--- src/rtl/regfile_wordline_ctrl.sv ---
// Register-file port controller: registered one-hot read/write wordlines, pending-destination
// scoreboard, RAW hazard and write->read bypass flags. Optional macro: ZERO_REG_EN.
module regfile_wordline_ctrl #(
  parameter int ADDR_W = 4,
  parameter int NUM_RD = 2
) (
  input  logic                             clk_i,
  input  logic                             rst_i,
  input  logic [NUM_RD-1:0]                rd_en_i,
  input  logic [NUM_RD*ADDR_W-1:0]         rd_addr_i,
  input  logic                             wr_en_i,
  input  logic [ADDR_W-1:0]                wr_addr_i,
  input  logic                             iss_valid_i,
  input  logic                             iss_dst_en_i,
  input  logic [ADDR_W-1:0]                iss_dst_i,
  output logic [NUM_RD*(2**ADDR_W)-1:0]    rd_wl_o,
  output logic [(2**ADDR_W)-1:0]           wr_wl_o,
  output logic [NUM_RD-1:0]                rd_byp_o,
  output logic [NUM_RD-1:0]                rd_haz_o,
  output logic [ADDR_W:0]                  pend_cnt_o
);

  localparam int DEPTH = 2**ADDR_W;

`ifdef ZERO_REG_EN
  localparam logic ZeroReg = 1'b1;
`else
  localparam logic ZeroReg = 1'b0;
`endif

  logic [DEPTH-1:0]        pend_q, pend_d;
  logic [NUM_RD*DEPTH-1:0] rd_wl_q, rd_wl_d;
  logic [DEPTH-1:0]        wr_wl_q, wr_wl_d;
  logic [NUM_RD-1:0]       byp_q, byp_d;
  logic [NUM_RD-1:0]       haz_q, haz_d;
  logic [ADDR_W:0]         cnt_q, cnt_d;
  logic [ADDR_W-1:0]       rd_addr_p;
  logic                    hit_p;

  // Scoreboard: a new issue wins over a same-cycle writeback to the same entry.
  always_comb begin
    pend_d  = pend_q;
    wr_wl_d = '0;
    cnt_d   = '0;
    if (wr_en_i && !(ZeroReg && wr_addr_i == '0)) begin
      wr_wl_d[wr_addr_i] = 1'b1;
    end
    for (int i = 0; i < DEPTH; i++) begin
      if (iss_valid_i && iss_dst_en_i && iss_dst_i == ADDR_W'(i) && !(ZeroReg && i == 0)) begin
        pend_d[i] = 1'b1;
      end else if (wr_en_i && wr_addr_i == ADDR_W'(i)) begin
        pend_d[i] = 1'b0;
      end
      cnt_d = cnt_d + (ADDR_W+1)'(pend_d[i]);
    end
  end

  // Hazards look at pend_q, so an issue this cycle is only seen by next cycle's reads.
  always_comb begin
    rd_wl_d   = '0;
    byp_d     = '0;
    haz_d     = '0;
    rd_addr_p = '0;
    hit_p     = 1'b0;
    for (int p = 0; p < NUM_RD; p++) begin
      rd_addr_p = rd_addr_i[p*ADDR_W +: ADDR_W];
      hit_p     = rd_en_i[p] && wr_en_i && (rd_addr_p == wr_addr_i)
                  && !(ZeroReg && rd_addr_p == '0);
      if (rd_en_i[p]) begin
        rd_wl_d[p*DEPTH + int'(rd_addr_p)] = 1'b1;
      end
      byp_d[p] = hit_p;
      haz_d[p] = rd_en_i[p] && pend_q[rd_addr_p] && !hit_p
                 && !(ZeroReg && rd_addr_p == '0);
    end
  end

  always_ff @(posedge clk_i) begin
    if (rst_i) begin
      pend_q  <= '0;
      rd_wl_q <= '0;
      wr_wl_q <= '0;
      byp_q   <= '0;
      haz_q   <= '0;
      cnt_q   <= '0;
    end else begin
      pend_q  <= pend_d;
      rd_wl_q <= rd_wl_d;
      wr_wl_q <= wr_wl_d;
      byp_q   <= byp_d;
      haz_q   <= haz_d;
      cnt_q   <= cnt_d;
    end
  end

  assign rd_wl_o    = rd_wl_q;
  assign wr_wl_o    = wr_wl_q;
  assign rd_byp_o   = byp_q;
  assign rd_haz_o   = haz_q;
  assign pend_cnt_o = cnt_q;

endmodule

--- config.mk ---
export PLATFORM = sky130hd
export DESIGN_NAME = regfile_wordline_ctrl
export DESIGN_NICKNAME = d
export VERILOG_FILES = /design/src/rtl/regfile_wordline_ctrl.sv
export SDC_FILE = /design/constraint.sdc
export NUM_CORES = 1
export LEC_CHECK = 0
export ABC_CLOCK_PERIOD_IN_PS = 11000
export CORE_ASPECT_RATIO = 2
export CORE_MARGIN = 1.5
export CORE_UTILIZATION = 39
export CTS_BUF_LIST = sky130_fd_sc_hd__clkbuf_4 sky130_fd_sc_hd__clkbuf_8
export CTS_CLUSTER_SIZE = 25
export DETAILED_ROUTE_END_ITERATION = 16
export PLACE_DENSITY = 0.66
export SKIP_LAST_GASP = 1
export SLEW_MARGIN = 5
export SYNTH_ARGS = -nofsm -noshare
export SYNTH_HDL_FRONTEND = slang
export SYNTH_SLANG_ARGS = --single-unit
--- constraint.sdc ---
create_clock -name clk_i -period 11 [get_ports clk_i]
set_input_delay 2.2 -clock clk_i [delete_from_list [all_inputs] [get_ports clk_i]]
set_output_delay 2.2 -clock clk_i [all_outputs]
set_load 0.03 [all_outputs]
==> out/qor.yml <==
run_status:
  status: "finished clean"
finish:
  finish.instance_area_um2: 4093
  final_net_count: 417
  final_layout_size_suffix_gt1_share_pct: 6.789
  fin_cells: 477
  antenna_diode_count: 0
  most-common-layout-cells: "sky130_fd_sc_hd__clkdlybuf4s50_1, sky130_fd_sc_hd__dfxtp_1, sky130_fd_sc_hd__nor2_1, sky130_fd_sc_hd__nand2_1, sky130_fd_sc_hd__inv_1"
  syn2layout_area_growth_pct: 34.39
  final_common_cell: "sky130_fd_sc_hd__clkdlybuf4s50_1"
pwr:
  switchingPower_mw: 0.1294
  p_sw_share_pct: 23.22
  max-vdd-ir-drop_mv: 0.07728
  combPwrFrac_pct: 10.3
  cellLeakagePower_nw: 1.611
  power.internal_mw: 0.4278
  seqPwrFrac_pct: 48.3
  p_per_area_nw_per_um2: 136.2
  clockPowerShare_pct: 41.3
synth:
  proportion_of_synthesized_chip_area_in_sequential_cells_pct: 47.99
  synth_area_leaders: "sky130_fd_sc_hd__dfxtp_1, sky130_fd_sc_hd__nor2_1, sky130_fd_sc_hd__fa_1"
  ffs_latches_synth: 73
  yosys_warnings: 0
  yosys.cell_types.count: 36
  synthesis.nets: 343
  netlist_area_um2: 3045
  synth.avg_cell_area_um2: 9.985
  synthCells: 305
  synth_largest_type_area_fraction_pct: 47.99
  synth_top_area_cell: "sky130_fd_sc_hd__dfxtp_1"
worst_hold_path:
  min-delay-path-class: "reg2reg"
  hold-path-cell-count: 2
setup_path:
  worst-path-buf-inv: 6
  reg2reg_depth: 15
  timing.setup.critical_path_class: "in2reg"
  timing.critical_path.to_type: "flop"
  crit_family: "adder cells"
  r2r_setup_slack_ns: 7.18
  critical_path_cell_count: 17
  startpoint_type: "input pin"
  path_cells: "clkdlybuf4s50_1 > nor2b_1 > nand2_1 > a32oi_1 > fa_1 > inv_1 > fa_1 > fa_1 > inv_1 > fa_1 > inv_1 > ha_1 > inv_1 > fa_1 > inv_1 > a21oi_1 > nor3b_1"
  cp_slowest_stage_delay_ns: 0.68
  critPathArrivalTime_ns: 6.71
  crit_path_max_fanout: 8
  critPathSlowestCell: "sky130_fd_sc_hd__clkdlybuf4s50_1"
  critical_path_required_ns: 11.27
clock_network:
  clkSlewWorstSetupHoldPaths_ns: 0.07
  clock_tree_root: "sky130_fd_sc_hd__clkbuf_8"
  cts_setup_buffers: 0
  cts_buffer_depth: 2
  post_cts.resized_instances: 0
  cts-buffers-inserted: 9
  cts_num_sinks: 73
  insertion_delay_to_the_later_sink_of_the_worst_skew_pair_ns: 0.35
  tritoncts: "done"
  htreeDepth: 3
  cts_hold_buf: 0
job:
  max-cap-violations: 0
global_routing:
  global_route.overflow_total: 0
  pin_count_of_the_biggest_net_entering_global_routing: 30
  first_global_vias: 2402
  grt_first_pass_wirelength_um: 11950
  gr-usage-all-layers_pct: 19.30
  grt_antenna_before_repair: 0
die:
  floorplan.io_pins: 80
  chipHeight_um: 128.0
  floorplan.initialDensity_pct: 40.07
  row_count: 45
  core_region_area_um2: 7601
  dieWidth_um: 65.49
  floorplan.die_area_um2: 8380
sta:
  clock.fmax_mhz: 155.3
  timing.slew.headroom_pct: 68.45
  worst_slew_pin_slew_ns: 0.4732
  worst_hold_slack_ns: 0.5894
  final_min_period_over_clock_period_pct: 58.55
  report.final.slew_viol_count: 0
  layout_setup_ws_ns: 4.560
  grt_setup_unrepaired: "false"
  final-hold-violation-count: 0
  final_setup_fails: 0
  totalNegativeSetupSlack_ns: 0
  worst_clock_skew_ns: 0.01398
  finalCriticalPeriod_ns: 6.440
placement:
  port_buffers: 79
  dp_hpwl_um: 5931
  dpl.cell_count: 462
  place_area_um2: 3870
  place_ws_ns: 4.274
  globalplace.congestion: 0.9185
route:
  routed_wire_length_per_instance_um: 15.71
  antenna_left: 0
  drt-total-wl_um: 7494
  detailedRoute.firstPassIterationCount: 4
  detail_route.drc_violations: 0
  post_drt_via_cell_ratio: 5.092
  via_count: 2429
  dr.first_iter.drc_count: 144
-- cell usage after synthesis (all sizes together) --
library cell,n
a21o,1
nand2,20
o31a,2
nand4,5
or3b,3
a22oi,2
xnor2,2
nand3b,9
ha,5
o21ai,3
buf,14
nand2b,7
or2,1
and3b,2
a32o,1
or3,1
nor2b,14
nor3b,2
nor3,11
dfxtp,73
a22o,6
inv,15
xor2,8
mux4,8
nor2,60
a32oi,4
and3,3
fa,10
clkbuf,3
nand3,7
a21oi,3
-- worst min-delay path, cell delays in order (launching register included) --
cell and delay, ns:
sky130_fd_sc_hd__dfxtp_1 0.35, sky130_fd_sc_hd__o21ai_0 0.12, sky130_fd_sc_hd__a21oi_1 0.08
-- power by group through the flow --
stage               registers (mW)  logic [mW]  clock network [mW]
global placement             0.275      0.0570                   0
global route                 0.269      0.0632               0.245
finish                       0.269      0.0577               0.230
CTS                          0.269      0.0579               0.235
floorplan                    0.281      0.0305                   0
detailed placement           0.275      0.0578                   0
-- flip-flops by register name, summed over array words and instances, names as in the netlist --
signal	count
pend_cnt_o	5
pend_q	16
rd_byp_o	2
rd_haz_o	2
rd_wl_o	32
wr_wl_o	16
-- cell type report --
class / count / area (µm²)
inverter: 15 / 56.30
timing repair buffer: 80 / 798.3
clock inverter: 4 / 77.57
tap: 94 / 117.6
clock buffer: 11 / 145.1
sequential: 73 / 1461
multi-input combinational: 200 / 1436
fill: 730 / 3508
-- per-layer routing --
layer / GRT usage [%] / share of wire [%] / vias to the layer above / wire, µm
li1: - / - / 1166 / -
met3: 3.424 / 4.6 / 31 / 344
met5: 0 / 0 / - / 0
met1: 19.03 / 34 / 1135 / 2583
met2: 34.87 / 56 / 97 / 4170
met4: 13.85 / 5.3 / 0 / 395
-- final timing paths --
path / startpoint / end
max: wr_addr_i[0] / pend_cnt_o[4]
min: pend_q[7] / pend_q[7]
max reg2reg: pend_q[11] / pend_cnt_o[4]
min reg2reg: pend_q[7] / pend_q[7]
-- through the flow --
stage	utilization (%)	total power, mW
floorplan	-	0.3112
global placement	50.91	0.3324
detailed placement	50.91	0.3331
CTS	53.84	0.5624
global route	53.84	0.5777
finish	53.84	0.5572
-- cells by family after synthesis --
kind of cell | synth area share [%]
buffers and inverters | 4.848
AOI/OAI and AO/OA | 5.505
muxes | 6.409
xor gates and xnor gates | 2.876
DFF | 47.99
and+or+nand+nor | 23.75
adders and majority gates | 8.628
Power figures use the tool's default switching activity.
